### src/rtl/pipe_hazard_ctrl.sv
// Stall/flush sequencer for the 5-stage core: load-use and taken-redirect handling,
// plus a hold FSM for the multicycle EX unit with timeout abort and a stall counter.
module pipe_hazard_ctrl #(
    parameter int unsigned MC_TIMEOUT = 64,
    parameter int unsigned CNT_W      = 32
) (
    input  logic             clk,
    input  logic             rst,
    input  logic [4:0]       ifid_rs1_addr,
    input  logic [4:0]       ifid_rs2_addr,
    input  logic             ifid_rs1_used,
    input  logic             ifid_rs2_used,
    input  logic             idex_mem_rena,
    input  logic [4:0]       idex_reg_waddr,
    input  logic             ex_branch_taken,
    input  logic             ex_mc_req,
    input  logic             mc_done,
    output logic             pc_stall,
    output logic             ifid_stall,
    output logic             idex_stall,
    output logic             idex_hazarded,
    output logic             pipelineFlush,
    output logic             exmem_bubble,
    output logic             mc_go,
    output logic             mc_err,
    output logic [CNT_W-1:0] stall_cnt
);

    localparam int unsigned TMR_W = (MC_TIMEOUT > 1) ? $clog2(MC_TIMEOUT) : 1;
    localparam logic [TMR_W-1:0] TMR_LAST = TMR_W'(MC_TIMEOUT - 1);

    typedef enum logic [1:0] {
        RUN     = 2'd0,
        MC_WAIT = 2'd1,
        MC_DONE = 2'd2
    } state_t;

    state_t           state;
    logic [TMR_W-1:0] timer;
    logic             rs1_hit;
    logic             rs2_hit;
    logic             load_use;

    // x0 is hard-wired zero, so a load targeting it never creates a dependency.
    assign rs1_hit  = ifid_rs1_used && (ifid_rs1_addr == idex_reg_waddr);
    assign rs2_hit  = ifid_rs2_used && (ifid_rs2_addr == idex_reg_waddr);
    assign load_use = idex_mem_rena && (idex_reg_waddr != 5'd0) && (rs1_hit || rs2_hit);

    always_comb begin
        pc_stall      = 1'b0;
        ifid_stall    = 1'b0;
        idex_stall    = 1'b0;
        idex_hazarded = 1'b0;
        pipelineFlush = 1'b0;
        exmem_bubble  = 1'b0;
        mc_go         = 1'b0;
        if (rst) begin
            pipelineFlush = 1'b1;
        end else begin
            unique case (state)
                RUN: begin
                    if (ex_branch_taken) begin
                        pipelineFlush = 1'b1;
                    end else if (ex_mc_req) begin
                        mc_go        = 1'b1;
                        pc_stall     = 1'b1;
                        ifid_stall   = 1'b1;
                        idex_stall   = 1'b1;
                        exmem_bubble = 1'b1;
                    end else if (load_use) begin
                        pc_stall      = 1'b1;
                        ifid_stall    = 1'b1;
                        idex_hazarded = 1'b1;
                    end
                end
                MC_WAIT: begin
                    pc_stall     = 1'b1;
                    ifid_stall   = 1'b1;
                    idex_stall   = 1'b1;
                    exmem_bubble = 1'b1;
                end
                MC_DONE: begin
                    // ex_mc_req is still up for the finishing instruction; it must not relaunch.
                    if (ex_branch_taken) begin
                        pipelineFlush = 1'b1;
                    end else if (load_use) begin
                        pc_stall      = 1'b1;
                        ifid_stall    = 1'b1;
                        idex_hazarded = 1'b1;
                    end
                end
                default: begin
                    pipelineFlush = 1'b0;
                end
            endcase
        end
    end

    always_ff @(posedge clk or posedge rst) begin
        if (rst) begin
            state     <= RUN;
            timer     <= '0;
            mc_err    <= 1'b0;
            stall_cnt <= '0;
        end else begin
            if (pc_stall && (stall_cnt != '1)) begin
                stall_cnt <= stall_cnt + CNT_W'(1);
            end
            unique case (state)
                RUN: begin
                    if (!ex_branch_taken && ex_mc_req) begin
                        state <= MC_WAIT;
                        timer <= '0;
                    end
                end
                MC_WAIT: begin
                    // A completion arriving on the last allowed cycle wins over the abort.
                    if (mc_done) begin
                        state <= MC_DONE;
                    end else if (timer == TMR_LAST) begin
                        mc_err <= 1'b1;
                        state  <= MC_DONE;
                    end else begin
                        timer <= timer + TMR_W'(1);
                    end
                end
                MC_DONE: begin
                    state <= RUN;
                end
                default: begin
                    state <= RUN;
                end
            endcase
        end
    end

endmodule

### config.mk
export PLATFORM = sky130hd
export DESIGN_NAME = pipe_hazard_ctrl
export DESIGN_NICKNAME = d
export VERILOG_FILES = /design/src/rtl/pipe_hazard_ctrl.sv
export SDC_FILE = /design/constraint.sdc
export NUM_CORES = 1
export LEC_CHECK = 0
export CORE_UTILIZATION = 45
export CTS_BUF_LIST = sky130_fd_sc_hd__clkbuf_8
export DETAILED_ROUTE_END_ITERATION = 16
export GPL_ROUTABILITY_DRIVEN = 1
export PLACE_DENSITY = 0.89
export RECOVER_POWER = 25
export SYNTH_ARGS = -nofsm -noshare
export SYNTH_HDL_FRONTEND = slang
export SYNTH_SLANG_ARGS = --single-unit
### constraint.sdc
create_clock -name clk -period 2.6 [get_ports clk]
set_input_delay 0.39 -clock clk [delete_from_list [all_inputs] [get_ports clk]]
set_output_delay 0.39 -clock clk [all_outputs]
set_load 0.01 [all_outputs]
---- Word-level counts from Yosys, hierarchy flattened ----
Cells that the tools add are included.
Widths: inputs -> output; s select.
storage, ports and cells
  flip-flop bits (word level) ............. 41
cells by class
  muxes and demuxes ....................... 27
  reduce and logical (&&, ||, !) cells .... 15
  bitwise gates (word level) .............. 1
  equality and inequality tests ........... 10
  $add $sub $neg .......................... 2
operators with widths
  operator               number
  $add 32x1->32 const B  1
  $ne 32x32->1 const B   1
  $mux 6                 3
  $mux 1                 16
  $pmux 6 s2             1
  $eq 5x5->1             2
  $add 6x1->6 const B    1
  $eq 6x6->1 const B     1
  $logic_and 1x1->1      6
  $mux 2                 3
  $ne 2x2->1 const B     3
  $reduce_bool 5->1      1
  $pmux 1 s2             2
  $pmux 2 s2             1
  $reduce_and 4->1       1
  $ne 3x3->1 const B     1
  $pmux 1 s3             1
  $reduce_and 3->1       1
  $eq 2x1->1 const B     1
  $eq 2x2->1 const B     1
  $logic_not 2->1        1
  $reduce_and 2->1       1
  $reduce_bool 2->1      1
  $reduce_or 2->1        1
  3 further kinds        3

---- Longest topological paths before layout ----
  depth after elaboration ................. 10
  gate-level depth with buffers ........... 8

---- Worst setup path after synthesis ----
No wires, ideal clock.
  kind .................................... input port to output port
  start point ............................. input rst
  end point ............................... output pc_stall
  slack ................................... -0.596 ns
  data arrival time ....................... 2.806 ns
  stages on the path ...................... 6
  cell sequence ........................... inv_1 -> o21ai_0 -> nor3_1 -> a21o_1 -> buf_4 -> buf_4
on the way
  word-level cells in the longest chain between the ends .. 1
ends and longest elaborated chain
  what         line  RTL
  from (decl)  8     input logic rst,
  $mux 1       -
  to (decl)    18    output logic pc_stall,
Every way passes these cells.

---- Worst setup path after layout ----
  start point ............................. input idex_reg_waddr[0]
  end point ............................... output ifid_stall
on the way
  word-level cells in the longest chain between the ends .. 9
ends and longest elaborated chain
  what                                         line    RTL
  from (decl)                                  14      input logic [4:0] idex_reg_waddr,
  $eq 5x5->1, on equally long branches         45, 46
  $logic_and 1x1->1, on equally long branches  45, 46
  $logic_or 1x1->1                             47      assign load_use = idex_mem_rena && (idex_reg_waddr != 5'd0) && (rs1_hit || rs2_hit);
  $logic_and 1x1->1 *                          47
  $mux 1 *                                     70, 86
  $mux 1                                       64      end else if (ex_mc_req) begin
  $mux 1                                       62      if (ex_branch_taken) begin
  $pmux 1 s3 *                                 60      unique case (state)
  $mux 1 *                                     57      if (rst) begin
  to (decl)                                    19      output logic ifid_stall,
Mark *: on every way between the ends. The rest lies on a longest branch, timed or not.

==> metrics.cfg <==
[outcome]
status=complete, no violations

[floorplan]
die_y_microns=73.3
num_rows=25
ioPinCount=63
initial_core_util=0.475
coreArea_sq_mm=0.00482
die_width_microns=73.3
die-area_sq_mm=0.00537

[sta]
setup_viol=0
hold_violations=0
finalClockSkew_ns=0.00435
timing.final.crit_share=0.993
finalMaxSlewViolations=0
worst_pin_slew_ns=1.43
rsz0062_at_grt=yes
max_freq_mhz=387
finalCriticalPeriod_ns=2.58
slew-limit-headroom=0.0435

[min_path]
hold_path.class=flop to flop

[yosys]
ys_ff_latch=41
ys_warn_count=0
synth_top_area_frac=0.449
netlist_area_sq_mm=0.00229
synth_cell_type_count=35
synthCells=233
synth_seq_area_share=0.449
postSynthAreaPerCell_sq_um=9.81
yosys-top-cells-area=dfrtp_1, xnor2_1, nand4_1
synth_nets=258
yosysTopAreaCell=dfrtp_1

[finish]
n_antenna_cell=0
drive_gt1_frac=0.105
nFillCells=406
mostFrequentLayoutCells=clkdlybuf4s50_1, dfrtp_1, xnor2_1
fin_cells=373
final_util=0.646
final_nets=330
final_common_cell=clkdlybuf4s50_1
syn2layout_area_growth_pct=36.1

[critical_path]
setup.worst_path.start_class=primary input
critPathSlowestCell=or4_1
worstPathBufferInverterCount=2
worstPathArrival_ns=2.19
crit_type=primary input to output port
crit_family=buffers and inverters
slowest_delay_ns=0.53
crit_chain=clkdlybuf4s50_1 > or4_1 > o2111a_1 > a21o_1 > dlygate4sd2_1
worstSetupEndpointType=output port
crit_fanout=4
required_ns=2.21

[drt]
vias_per_cell=5.39
drt_first_pass_iters=4
vias=2011
drtIter0Drc=66
postRouteWirelength_microns=5270
ant_nets=0
wire_per_inst_microns=14.1
drc=0

[global_routing]
grt_pass1_vias=1936
grt_pass1_wl_microns=8270
grt.overflow.total=0
grt_max_degree=29
grt_usage=0.205
antenna_found_initial=0

[clocking]
clk_latency_ns=0.29
cts.clk_slew.worst_paths_ns=0.07
cts_tree=yes
cts_root_buf=clkbuf_8
h-tree-depth=2
clkSinkCount=41
cts_buffers=5
clockBufferDepth=2

[place]
place_congestion=0.846
io_buffers=62
dp_hpwl_microns=4050
placed_cells=365

[pwr]
peakVddDrop_uv=465
power_density_mw_per_mm2=523
leakage_nw=1.24
finalPower_mw=1.63

[job]
cap_viol_max_count=0

[state kept, by name (all words and copies together), names as in the netlist]
signal     flops
state          2
mc_err         1
timer          6
stall_cnt     32
[repair_timing]
action / CTS / global route
hold buffers: 0 / 0
setup buffers: 0 / 0
endpoints found under the setup margin: 3 / 2
resized for setup: 4 / 0
[final timing paths]
| kind | to | slack [ns] | depth (start not counted) | start |
|---|---|---|---|---|
| max in group asynchronous | timer[3] | 0.72 | 3 | rst |
| min | mc_err | 0.46 | 1 | mc_err |
| min reg2reg | mc_err | 0.46 | 1 | mc_err |
| min in group asynchronous | timer[0] | 0.72 | 3 | rst |
| max | ifid_stall | 0.02 | 5 | idex_reg_waddr[0] |
| max reg2reg | stall_cnt[1] | 0.34 | 7 | stall_cnt[0] |
[routing by layer]
layer  up-vias  share of wire  GRT usage
met1       951           0.40      0.234
met5         -              0          0
met2        91           0.48      0.355
li1        957              -          -
met3        12           0.10     0.0604
met4         0          0.022     0.0893
[Yosys cell counts, drive strengths merged]
| library cell | count |
|---|---|
| and3 | 7 |
| nand4 | 25 |
| o31ai | 1 |
| nand2b | 2 |
| nand3 | 18 |
| nand2 | 19 |
| o211ai | 1 |
| nand3b | 1 |
| nor2 | 27 |
| or2 | 1 |
| and4 | 2 |
| clkbuf | 1 |
| nor4 | 2 |
| ha | 2 |
| o2111a | 1 |
| o21ai | 3 |
| buf | 7 |
| xor2 | 4 |
| and2 | 1 |
| inv | 8 |
| nor3 | 9 |
| mux2 | 3 |
| or4 | 2 |
| a21o | 2 |
| xnor2 | 39 |
| dfrtp | 41 |
| or3 | 2 |
| nand4b | 1 |
| o22ai | 1 |
[metrics by stage]
stage / instance area, sq um / hold slack, ns / TNS, ns / setup WS, ns
CTS: 3120 / 0.469 / 0 / 0.00252
floorplan: 2290 / 0.382 / 0 / 0.0930
global placement: 3010 / 0.444 / -0.548 / -0.185
finish: 3110 / 0.461 / 0 / 0.0170
global route: 3110 / 0.481 / -0.0278 / -0.0144
detailed placement: 3010 / 0.451 / -0.644 / -0.186
[worst register-to-register path, cell delays in order, from the launching register on]
cell and delay (ns):
dfrtp_1 0.44, ha_1 0.20, nand4_1 0.18, or4_4 0.59, nor2_4 0.13, nand2_2 0.15
nand2_1 0.13, mux2_2 0.33
[cell type report]
cell class / instances / area, sq um / area share
inverter: 8 / 31.3 / 0.0101
timing repair buffer: 73 / 691 / 0.222
tap: 67 / 83.8 / 0.0270
sequential: 41 / 1030 / 0.330
clock inverter: 2 / 33.8 / 0.0109
multi-input combinational: 176 / 1160 / 0.374
clock buffer: 6 / 82.6 / 0.0265
[cell families (layout without fill, tap and decap cells)]
group / after synthesis / after routing / share of synthesized area
simple gates: 119 / 119 / 0.288
xor+xnor: 43 / 43 / 0.165
flops: 41 / 41 / 0.449
buf+inv: 16 / 89 / 0.0449
compound gates: 9 / 9 / 0.0274
mux: 3 / 3 / 0.0148
fa+ha+maj: 2 / 2 / 0.0109
[where the power goes]
part           leakage (nW)  total (mW)  internal, mW  switching (mW)
logic                 0.613       0.351         0.196           0.155
registers             0.561       0.759         0.688          0.0706
clock network        0.0626       0.517         0.309           0.209
Note: power is estimated with default switching activity, not from simulation.
